### config.mk
export PLATFORM = sky130hd
export DESIGN_NAME = countdown_timer
export DESIGN_NICKNAME = d
export VERILOG_FILES = /design/src/rtl/countdown_timer_pkg.sv /design/src/rtl/countdown_timer.sv
export SDC_FILE = /design/constraint.sdc
export NUM_CORES = 1
export LEC_CHECK = 0
export CAP_MARGIN = 25
export CELL_PAD_IN_SITES_DETAIL_PLACEMENT = 1
export CELL_PAD_IN_SITES_GLOBAL_PLACEMENT = 1
export CORE_MARGIN = 1.5
export CORE_UTILIZATION = 32
export CTS_BUF_LIST = sky130_fd_sc_hd__clkbuf_8
export CTS_CLUSTER_DIAMETER = 50
export CTS_CLUSTER_SIZE = 20
export DETAILED_ROUTE_END_ITERATION = 8
export GPL_ROUTABILITY_DRIVEN = 0
export GPL_TIMING_DRIVEN = 1
export PLACE_DENSITY_LB_ADDON = 0.05
export SYNTH_ARGS = -nofsm -noshare
export SYNTH_HDL_FRONTEND = slang
export SYNTH_SLANG_ARGS = --single-unit
export TNS_END_PERCENT = 100
### constraint.sdc
create_clock -name i_clk -period 2.1 [get_ports i_clk]
set_clock_uncertainty 0.1 [all_clocks]
set_input_delay 0.42 -clock i_clk [delete_from_list [all_inputs] [get_ports i_clk]]
set_output_delay 0.42 -clock i_clk [all_outputs]
set_load 0.03 [all_outputs]
### src/rtl/countdown_timer_pkg.sv
// Shared types and constants for the loadable down-counter (countdown_timer).
package countdown_timer_pkg;

  typedef enum logic {
    IDLE = 1'b0,
    RUN  = 1'b1
  } state_t;

  localparam int unsigned COUNT_RESET = 0;

endpackage

### src/rtl/countdown_timer.sv
// Loadable down-counter with a registered single-cycle expiry pulse.
// Define COUNTDOWN_TIMER_RELOAD_EN to honour i_periodic (auto-reload); otherwise every count is one-shot.
module countdown_timer
  import countdown_timer_pkg::*;
#(
  parameter int unsigned WIDTH = 10
) (
  input  logic             i_clk,
  input  logic             i_rst,
  input  logic             i_start,
  input  logic [WIDTH-1:0] i_period,
  input  logic             i_en,
  input  logic             i_abort,
  input  logic             i_periodic,
  output logic [WIDTH-1:0] o_count,
  output logic             o_busy,
  output logic             o_expire
);

  localparam logic [WIDTH-1:0] COUNT_ZERO = WIDTH'(COUNT_RESET);
  localparam logic [WIDTH-1:0] COUNT_ONE  = WIDTH'(1);

  state_t           state_q, state_d;
  logic [WIDTH-1:0] count_q, count_d;
  logic [WIDTH-1:0] reload_q, reload_d;
  logic             expire_q, expire_d;

`ifdef COUNTDOWN_TIMER_RELOAD_EN
  logic periodic_q, periodic_d;
`else
  logic unused_periodic;
  assign unused_periodic = i_periodic;
`endif

  always_ff @(posedge i_clk) begin
    if (i_rst) begin
      state_q    <= IDLE;
      count_q    <= COUNT_ZERO;
      reload_q   <= COUNT_ZERO;
      expire_q   <= 1'b0;
`ifdef COUNTDOWN_TIMER_RELOAD_EN
      periodic_q <= 1'b0;
`endif
    end else begin
      state_q    <= state_d;
      count_q    <= count_d;
      reload_q   <= reload_d;
      expire_q   <= expire_d;
`ifdef COUNTDOWN_TIMER_RELOAD_EN
      periodic_q <= periodic_d;
`endif
    end
  end

  // Priority: abort > start > decrement; a start edge never produces the pending expiry.
  always_comb begin
    state_d    = state_q;
    count_d    = count_q;
    reload_d   = reload_q;
    expire_d   = 1'b0;
`ifdef COUNTDOWN_TIMER_RELOAD_EN
    periodic_d = periodic_q;
`endif
    if (i_abort) begin
      state_d = IDLE;
      count_d = COUNT_ZERO;
    end else if (i_start) begin
      if (i_period != COUNT_ZERO) begin
        state_d    = RUN;
        count_d    = i_period;
        reload_d   = i_period;
`ifdef COUNTDOWN_TIMER_RELOAD_EN
        periodic_d = i_periodic;
`endif
      end else begin
        state_d    = IDLE;
        count_d    = COUNT_ZERO;
        expire_d   = 1'b1;
`ifdef COUNTDOWN_TIMER_RELOAD_EN
        periodic_d = 1'b0;
`endif
      end
    end else if (state_q == RUN && i_en) begin
      if (count_q == COUNT_ONE) begin
        expire_d = 1'b1;
`ifdef COUNTDOWN_TIMER_RELOAD_EN
        if (periodic_q) begin
          count_d = reload_q;
        end else begin
          count_d = COUNT_ZERO;
          state_d = IDLE;
        end
`else
        count_d = COUNT_ZERO;
        state_d = IDLE;
`endif
      end else if (count_q > COUNT_ONE) begin
        count_d = count_q - COUNT_ONE;
      end
    end
  end

  assign o_count  = count_q;
  assign o_busy   = (state_q == RUN);
  assign o_expire = expire_q;

endmodule
==> out/qor.yml <==
status: "finished, final reports clean"
synthesis.area_um2: 945
firstDrtPassIters: 4
min_period_ps: 2030
clockRootBuffer: "clkbuf_8"
rr_startpoint: "o_count[4]$_SDFFE_PP0P_"
ant_nets: 0
yosysTopAreaCell: "dfxtp_1"
fill_cells: 328
h-tree-depth: 1
port-buffer-count: 26
synth-seq-cells: 12
arrival_ps: 2070
p_per_area_mw_per_mm2: 541
clk_latency_ps: 250
postCtsHoldBufs: 0
grt_max_degree: 15
insertedDiodeCount: 0
path_clk_slew_ps: 60
drive_gt1_share_pct: 34.6
crit_fanout: 4
rsz0062_at_grt: "true"
relSlewSlack_pct: 67.1
irDropWorstVdd_mv: 0.323
required_ps: 2130
cts_tree: "built"
wl_per_cell_um: 18.0
cts_max_path_buffers: 2
synth_top_area_share_pct: 25.4
slew_viol_final: 0
leakage_uw: 0.000548
reg2reg_depth: 5
setup_violations: 0
rows: 19
avgSynthCellArea_um2: 8.67
r2r-end: "o_count[4]$_SDFFE_PP0P_"
fp.dieArea_mm2: 0.00329
ys_types: 44
min_path_type: "flip-flop to flip-flop"
worst_pin_slew_ps: 492
dpl_cell_area_mm2: 0.00128
area_growth_pct: 49.1
grt_overflow: 0
nets: 172
antenna_found_initial: 0
netlist_instances: 109
hold_viol: 0
end_kind: "flip-flop"
final.setup.worst_slack_ps: 69.2
crit_type: "flip-flop to flip-flop"
wirelength_um: 3310
fin_crit_sh_pct: 96.7
dp.final_hpwl_um: 2410
initial_utilization_pct: 34.0
seq_area_frac_synth_pct: 25.4
ys_top_cells_by_area: "dfxtp_1 25%, nor4_1 5.3%, a21oi_1 4.2%"
min_from: "o_count[1]$_SDFFE_PP0P_"
fin_cells: 184
dp_cells: 173
via_count: 1077
pre_cts_slack_ps: -23.2
die_width_um: 57.3
grt_usage_pct: 21.2
cts_sinks: 12
grt_pass1_vias: 1104
drtIter0Drc: 16
core-area_mm2: 0.00278
r2r_slack_ps: 70
clock.fmax_ghz: 0.492
yosys_warnings: 0
finalHoldWorstSlack_ps: 419
hold_end: "o_count[1]$_SDFFE_PP0P_"
drc: 0
start_kind: "flip-flop"
hold_depth: 2
ios: 28
syn-num-nets: 127
numCtsBuffers: 3
grt_first_pass_wirelength_um: 5330
vias_per_cell: 5.85
fp.dieH_um: 57.3
maxCapViolations: 0
design_area_mm2: 0.00141
## registers in the layout, indices dropped and copies added (netlist names)
| name | flops |
|---|---|
| o_count | 10 |
| o_busy | 1 |
| o_expire | 1 |
## layout make-up
| type | instances | area, um2 | share of cell area, % |
|---|---|---|---|
| Inverter | 5 | 18.8 | 1.33 |
| Multi-Input combinational cell | 83 | 622 | 44.1 |
| Clock buffer | 3 | 41.3 | 2.93 |
| Timing Repair Buffer | 49 | 433 | 30.7 |
| Clock inverter | 1 | 3.75 | 0.266 |
| Tap cell | 31 | 38.8 | 2.75 |
| Sequential cell | 12 | 251 | 17.9 |
## critical path, cell delays in order (launching register included)
cell     delay, ps
dfxtp_4        340
or4_4          540
o41a_1         510
buf_4          180
o31ai_1        190
a21oi_1         60
## cells by family (layout without fill, tap and decap cells)
logic type                 after synthesis  after routing  synth area share, %
xor gates and xnor gates                 1              1                0.927
adders and majority gates                2              2                 2.65
muxes                                    3              3                 3.18
buffers and inverters                   14             58                 11.9
and+or+nand+nor                         37             37                 22.8
DFF                                     12             12                 25.4
AOI/OAI and AO/OA                       40             40                 33.1
## synth_stat cells, drive strengths merged
master and n:
dfxtp 12, a21oi 8, nor4 8, nor2 7
nand2 6, buf 5, inv 5, o21ai 5
o31ai 5, a22oi 4, clkbuf 4, a311oi 3
mux2i 3, nand3 3, nor3 3, o22ai 3
a31oi 2, ha 2, o31a 2, o41ai 2
or2 2, or3 2, or4 2, a2111o 1
a2111oi 1, a21o 1, a221oi 1, and2 1
nor3b 1, nor4b 1, o21a 1, o41a 1
or3b 1, xnor2 1
## how the worst max path moves through the flow
| stage | startpoint | endpoint | slack (ps) | cells past startpoint |
|---|---|---|---|---|
| final | o_count[4]$_SDFFE_PP0P_ | o_count[4]$_SDFFE_PP0P_ | 70 | 5 |
| after global routing | o_count[0]$_SDFFE_PP0P_ | o_count[8]$_SDFFE_PP0P_ | -30 | 8 |
| after floorplan | o_count[0]$_SDFFE_PP0P_ | o_count[0]$_SDFFE_PP0P_ | 2 | 7 |
| after global placement | i_period[1] | o_expire$_SDFF_PP0_ | -50 | 5 |
| after detailed placement | i_en | o_count[9]$_SDFFE_PP0P_ | -20 | 5 |
| after CTS | o_count[1]$_SDFFE_PP0P_ | o_count[0]$_SDFFE_PP0P_ | 0.5 | 6 |
## where the power goes
| part | switching (uW) | internal (uW) |
|---|---|---|
| clock | 99.8 | 130 |
| sequential | 12.0 | 239 |
| combinational | 141 | 141 |
## what timing repair did
item / in CTS / in global routing
setup buffers: 4 / 3
gates cloned: 0 / 0
resized for setup: 1 / 6
endpoints found under the hold margin: 0 / 0
endpoints found under the setup margin: 1 / 6
pin swaps: 3 / 3
## cell usage in the layout (no fill, tap or decap), drive strengths merged, types with 2 or more instances in the layout
cell / Yosys / routed
nand2: 6 / 6
o31a: 2 / 2
nor4: 8 / 8
a21oi: 8 / 8
dfxtp: 12 / 12
nor3: 3 / 3
buf: 5 / 23
a31oi: 2 / 2
or4: 2 / 2
nand3: 3 / 3
o41ai: 2 / 2
or2: 2 / 2
nor2: 7 / 7
mux2i: 3 / 3
a22oi: 4 / 4
o22ai: 3 / 3
inv: 5 / 6
o21ai: 5 / 5
or3: 2 / 2
clkbuf: 4 / 3
o31ai: 5 / 5
a311oi: 3 / 3
clkdlybuf4s50: 0 / 26
ha: 2 / 2
## per-layer routing
| layer | up-vias | global-route usage, % | share of wire [%] |
|---|---|---|---|
| met5 | - | 0 | 0 |
| met2 | 24 | 36.9 | 50 |
| met4 | 0 | 8.31 | 1.5 |
| met1 | 531 | 26.1 | 45 |
| met3 | 7 | 3.40 | 3.5 |
| li1 | 515 | - | - |
## stage by stage
step	setup TNS (ps)	power [uW]	utilization, %
final	0	762	50.7
after floorplan	0	415	-
after detailed placement	-65.3	508	46.1
after global placement	-68.8	502	46.1
after CTS	0	751	48.9
after global routing	-40.8	799	50.7
No activity file was read; power rests on OpenSTA's default activity.
